--- config.mk ---
export PLATFORM = sky130hd
export DESIGN_NAME = pulse_meter
export DESIGN_NICKNAME = d
export VERILOG_FILES = /design/src/rtl/pulse_meter.sv
export SDC_FILE = /design/constraint.sdc
export NUM_CORES = 1
export LEC_CHECK = 0
export BUFFER_PORTS_ARGS = -buffer_cell sky130_fd_sc_hd__buf_2
export CAP_MARGIN = 40
export CORE_ASPECT_RATIO = 2
export CORE_MARGIN = 2
export CORE_UTILIZATION = 41
export CTS_CLUSTER_SIZE = 28
export DETAILED_ROUTE_END_ITERATION = 12
export PLACE_DENSITY_LB_ADDON = 0.12
export RECOVER_POWER = 100
export SETUP_SLACK_MARGIN = 0.02
export SYNTH_ARGS = -nofsm -noshare
export SYNTH_HDL_FRONTEND = slang
export SYNTH_SLANG_ARGS = --single-unit
--- constraint.sdc ---
create_clock -name clk -period 6 [get_ports clk]
set_input_delay 1.2 -clock clk [delete_from_list [all_inputs] [get_ports clk]]
set_output_delay 1.2 -clock clk [all_outputs]
set_load 0.05 [all_outputs]
--- src/rtl/pulse_meter.sv ---
// ----------------------------------------------------------------------------
// pulse_meter
//
// Measures the interval, in clk cycles, between successive rising edges of an
// asynchronous pulse train.
//
// The pulse input is brought into the clk domain through two flops. A third
// "history" flop holds the previous synchronized value. A rise event is
// acted on two edges after the pin is first seen high.
//
// The first rise event after enable only arms the meter. Each later rise
// event captures the elapsed interval into period_out. An optional timeout
// abandons an interval that runs too long and returns the meter to ARM.
//
// Ports
//   clk        in   system clock, rising edge
//   rst        in   asynchronous reset, active-low
//   en         in   measurement enable; low returns to IDLE and clears status
//   pulse_in   in   asynchronous pulse train
//   timeout    in   [31:0] max interval in cycles, 0 disables, read each cycle
//   meas_ack   in   consumer acknowledge of the current measurement
//   period_out out  [31:0] last captured interval
//   meas_valid out  period_out holds an unacknowledged measurement
//   overrun    out  sticky: a measurement was overwritten before it was acked
//   tmo        out  one-cycle pulse when an interval times out
//   count      out  [9:0] captures since enable, wraps silently
// ----------------------------------------------------------------------------
module pulse_meter (
  input  logic        clk,
  input  logic        rst,
  input  logic        en,
  input  logic        pulse_in,
  input  logic [31:0] timeout,
  input  logic        meas_ack,
  output logic [31:0] period_out,
  output logic        meas_valid,
  output logic        overrun,
  output logic        tmo,
  output logic [9:0]  count
);

  typedef enum logic [1:0] {
    IDLE    = 2'd0,
    ARM     = 2'd1,
    MEASURE = 2'd2
  } state_t;

  state_t      state_q, state_d;

  logic        sync1_q, sync1_d;
  logic        sync2_q, sync2_d;
  logic        hist_q,  hist_d;

  logic [31:0] cnt_q, cnt_d;
  logic [31:0] period_q, period_d;
  logic        meas_valid_q, meas_valid_d;
  logic        overrun_q, overrun_d;
  logic        tmo_q, tmo_d;
  logic [9:0]  count_q, count_d;

  logic        rise;
  logic        timeout_hit;
  logic [31:0] cnt_sat_inc;

  // Increment that sticks at all-ones instead of wrapping.
  function automatic logic [31:0] sat_inc(input logic [31:0] v);
    if (v == 32'hFFFF_FFFF) begin
      return v;
    end
    return v + 32'd1;
  endfunction

  // A rise is a synchronized high that the history flop has not yet seen.
  assign rise        = sync2_q & ~hist_q;
  assign cnt_sat_inc = sat_inc(cnt_q);

  // The compare uses a 33-bit sum so that cnt = all-ones never matches a
  // small timeout through wraparound.
  assign timeout_hit = (timeout != 32'd0) &&
                       (({1'b0, cnt_q} + 33'd1) == {1'b0, timeout});

  always_comb begin
    sync1_d      = pulse_in;
    sync2_d      = sync1_q;
    hist_d       = sync2_q;

    state_d      = state_q;
    cnt_d        = cnt_q;
    period_d     = period_q;
    meas_valid_d = meas_valid_q;
    overrun_d    = overrun_q;
    tmo_d        = 1'b0;
    count_d      = count_q;

    if (!en) begin
      // Disable clears all status. period_out keeps its last value.
      state_d      = IDLE;
      cnt_d        = 32'd0;
      meas_valid_d = 1'b0;
      overrun_d    = 1'b0;
      count_d      = 10'd0;
    end else begin
      // An acknowledge retires the current measurement. A capture below in
      // the same cycle takes priority and leaves meas_valid set.
      if (meas_ack && meas_valid_q) begin
        meas_valid_d = 1'b0;
      end

      unique case (state_q)
        IDLE: begin
          // Rise events seen while idle are ignored.
          state_d = ARM;
        end

        ARM: begin
          if (rise) begin
            cnt_d   = 32'd0;
            state_d = MEASURE;
          end
        end

        MEASURE: begin
          if (rise) begin
            // A capture beats a timeout that falls in the same cycle.
            period_d     = cnt_sat_inc;
            cnt_d        = 32'd0;
            meas_valid_d = 1'b1;
            count_d      = count_q + 10'd1;
            if (meas_valid_q && !meas_ack) begin
              overrun_d = 1'b1;
            end
          end else if (timeout_hit) begin
            tmo_d   = 1'b1;
            cnt_d   = 32'd0;
            state_d = ARM;
          end else begin
            cnt_d = cnt_sat_inc;
          end
        end

        default: begin
          state_d = IDLE;
        end
      endcase
    end
  end

  always_ff @(posedge clk or negedge rst) begin
    if (!rst) begin
      state_q      <= IDLE;
      sync1_q      <= 1'b0;
      sync2_q      <= 1'b0;
      hist_q       <= 1'b0;
      cnt_q        <= 32'd0;
      period_q     <= 32'd0;
      meas_valid_q <= 1'b0;
      overrun_q    <= 1'b0;
      tmo_q        <= 1'b0;
      count_q      <= 10'd0;
    end else begin
      state_q      <= state_d;
      sync1_q      <= sync1_d;
      sync2_q      <= sync2_d;
      hist_q       <= hist_d;
      cnt_q        <= cnt_d;
      period_q     <= period_d;
      meas_valid_q <= meas_valid_d;
      overrun_q    <= overrun_d;
      tmo_q        <= tmo_d;
      count_q      <= count_d;
    end
  end

  assign period_out = period_q;
  assign meas_valid = meas_valid_q;
  assign overrun    = overrun_q;
  assign tmo        = tmo_q;
  assign count      = count_q;

endmodule

==> results by group <==
Final layout
  – Filler Cell Count: 1,529
  – Final core occ: 46.1%
  – Nets@finish: 823
  – Layout cells sized above 1: 9.63%
  – P&R area growth vs syn: 10.9%
  – Multi-input gate area: 3670 µm²
  – N_diodes: 0
  – Design Area, Final: 6800 µm²
  – Commonest non-fill, non-tap cells in the layout: dfrtp_1, nor2_1, nand2_1
  – Commonest non-fill, non-tap cell in the layout: dfrtp_1
  – FF+latch area: 2050 µm²

Clock tree
  – Clock Tree Buf Depth: 2
  – Cts bufs inserted: 9
  – Clock-pin slew on the worst setup and hold paths: 0.06 ns
  – H-tree depth: 3
  – Clk Latency, worst-skew pair: 0.35 ns
  – Post_cts resized: 0
  – # clock sinks: 82
  – Post-CTS setup buffers: 0
  – CTS tree: done
  – Root buffer cell: clkbuf_16
  – Post-CTS Hold Fix Bufs: 0

Yosys
  – Post-Syn Area: 6130 µm²
  – Synth area leader: dfrtp_1
  – Main synth FF type: dfrtp_1
  – Unique cell type count in the Yosys netlist: 69
  – Syn avg cell area: 8.29 µm²
  – Synthesized flop and latch total: 82
  – Register area share after synthesis: 33.5%
  – Ys async rst share: 100%
  – Yosys Warn Count: 0
  – Post-Syn Instances: 739
  – Post-Syn Nets: 778
  – Leading post-synthesis cells by cell area: dfrtp_1, nor2_1, xnor2_1
  – Yosys top cell area share: 33.5%
  – EDFF count, synth: 0

Timing
  – Slew @ Worst Pin: 1.65 ns
  – Fmax: 0.195 GHz
  – Final Hold Vio Count: 0
  – Fin Clk Skew: 0.00838 ns
  – Tcrit/Tclk final: 85.5%
  – RSZ-0062 raised after global routing: false
  – Max-slew headroom: -9.78%
  – Final setup viols: 0
  – Fin. max-slew vios: 28
  – Setup_tns: 0 ns
  – Final Critical Period: 5.13 ns

Detailed routing
  – Drt first pass iters: 5
  – Via count: 6,399
  – 1st-iter DRT viols: 489
  – Drt wl/cell: 25.7 µm
  – # DRC: 0
  – Post-DRT Antenna Nets: 0
  – Post-Route WL: 25,300 µm
  – Post-DR vias/cell: 6.50

Worst setup path
  – Top delay family on crit path: simple AND/OR/NAND/NOR gates
  – CP Capture Type: flop
  – Cells along the critical path: ha_1 -> nand4_1 -> nor4_1 -> a211oi_1 -> a2111oi_0 -> nand4_1 -> or4_1 -> nor4_1 -> buf_4 -> nor2_2 -> buf_16 -> a221o_1
  – Max incr delay on CP: 0.82 ns
  – Crit path max fanout: 14
  – Worst Path Required: 6.23 ns
  – Critical Path Slowest Stage Cell: nor4_1
  – Startpoint Class: flop
  – Critical path arrival: 5.37 ns
  – Class of the most critical setup path: reg -> reg
  – CP bufs+invs: 2

Hold path
  – HP Class: reg -> reg

Floorplan
  – Die height: 177 µm
  – FP Rows: 63
  – Die Wd: 90.4 µm
  – DIE AREA: 16,000 µm²
  – Core footprint: 14,700 µm²
  – Starting Density: 41.6%
  – IO Count: 82

Power and ir drop
  – Pwr per Cell Area: 211 nW/µm²
  – Leak: 2.73 nW
  – Design Power: 1.44 mW
  – Maximum vdd ir drop: 0.000147 V

GRT
  – Gr ovfl total: 0
  – Overall routing resource usage: 32.2%
  – Largest net degree at the start of global routing: 57
  – First-pass GRT wire length: 38,400 µm
  – Number of global-route vias before repair: 6,238
  – Initial antenna violation count: 0

Placed design
  – Gpl congestion: 1.01
  – PortBufs: 81
  – Detail Placement HPWL: 19,500 µm
  – Cell area after placement: 6650 µm²

Status
  – Outcome: finished with violations
  – Failing checks: capacitance limit, slew limit

Run
  – Max Cap Viol: 1
[synthesized netlist by cell type, types with 3 or more instances]
cell,number
a2111oi_0,3
a211oi_1,7
a21o_1,10
a21oi_1,42
a221o_1,21
a311oi_1,4
a31oi_1,17
and2_1,14
and3_1,10
and4_1,13
buf_2,19
buf_4,6
buf_6,3
clkbuf_1,33
dfrtp_1,82
inv_1,16
nand2_1,51
nand2b_1,8
nand3_1,36
nand4_1,32
nand4_2,3
nor2_1,79
nor2b_1,12
nor3_1,23
nor3_2,3
nor4_1,27
nor4_4,4
nor4b_1,3
o2111ai_1,3
o211ai_1,3
o21ai_0,39
o22a_1,3
or3_1,7
or4_1,7
xnor2_1,32
xnor3_1,4
xor2_1,13
[per-layer routing]
metal | routed length, µm | GRT usage, % | vias to the layer above
li1 | - | - | 2859
met1 | 8600 | 33.7 | 3087
met2 | 13200 | 58.7 | 347
met3 | 1500 | 4.56 | 106
met4 | 2060 | 22.8 | 0
met5 | 0 | 0 | -
[power by group]
group,internal (mW),switching [mW],leakage [nW]
Combinational,0.0664,0.238,1.49
Clock,0.279,0.237,0.129
Sequential,0.594,0.0226,1.11
[state kept, by name (all words and copies together), names as in the netlist]
signal and cells:
period_out 32, sync1_q 1, hist_d 1, count 10, hist_q 1, cnt_q 32, overrun 1, meas_valid 1
state_q 2, tmo 1
[cell families after synthesis]
group	Yosys count	synth area share (%)
adder cells (fa/ha/maj)	2	0.408
flip-flops	82	33.5
AO/OA/AOI/OAI	177	19.7
XOR/XNOR	49	7.90
multiplexers	2	0.327
buffers and inverters	79	5.96
AND/OR/NAND/NOR	348	32.2
[per-stage QoR]
stage          setup slack [ns]  hold slack (ns)  instances
2_1_floorplan              2.52            0.331        739
3_3_place_gp               1.56            0.344        964
3_5_place_dp               1.59            0.344        968
4_1_cts                    1.58            0.357        984
5_1_grt                   0.673            0.377        984
6_report                  0.870            0.354        984
[area by class of cell]
class / instances / share of cell area [%]
tap: 195 / 3.59
timing repair buffer: 97 / 7.46
inverter: 16 / 0.884
multi-input combinational: 578 / 54.0
sequential: 82 / 30.2
clock inverter: 5 / 0.460
clock buffer: 11 / 3.42
[final timing paths]
| kind | from | end | slack [ns] | cells past startpoint |
|---|---|---|---|---|
| hold reg to reg | sync1_q | hist_d | 0.35 | 0 |
| max in group asynchronous | rst | cnt_q[31] | 2.57 | 2 |
| setup reg to reg | cnt_q[0] | cnt_q[31] | 0.87 | 12 |
| setup / recovery | cnt_q[0] | cnt_q[31] | 0.87 | 12 |
| hold / removal | sync1_q | hist_d | 0.35 | 0 |
| min in group asynchronous | rst | count[5] | 1.26 | 1 |
No activity file was read; power rests on OpenSTA's default activity.
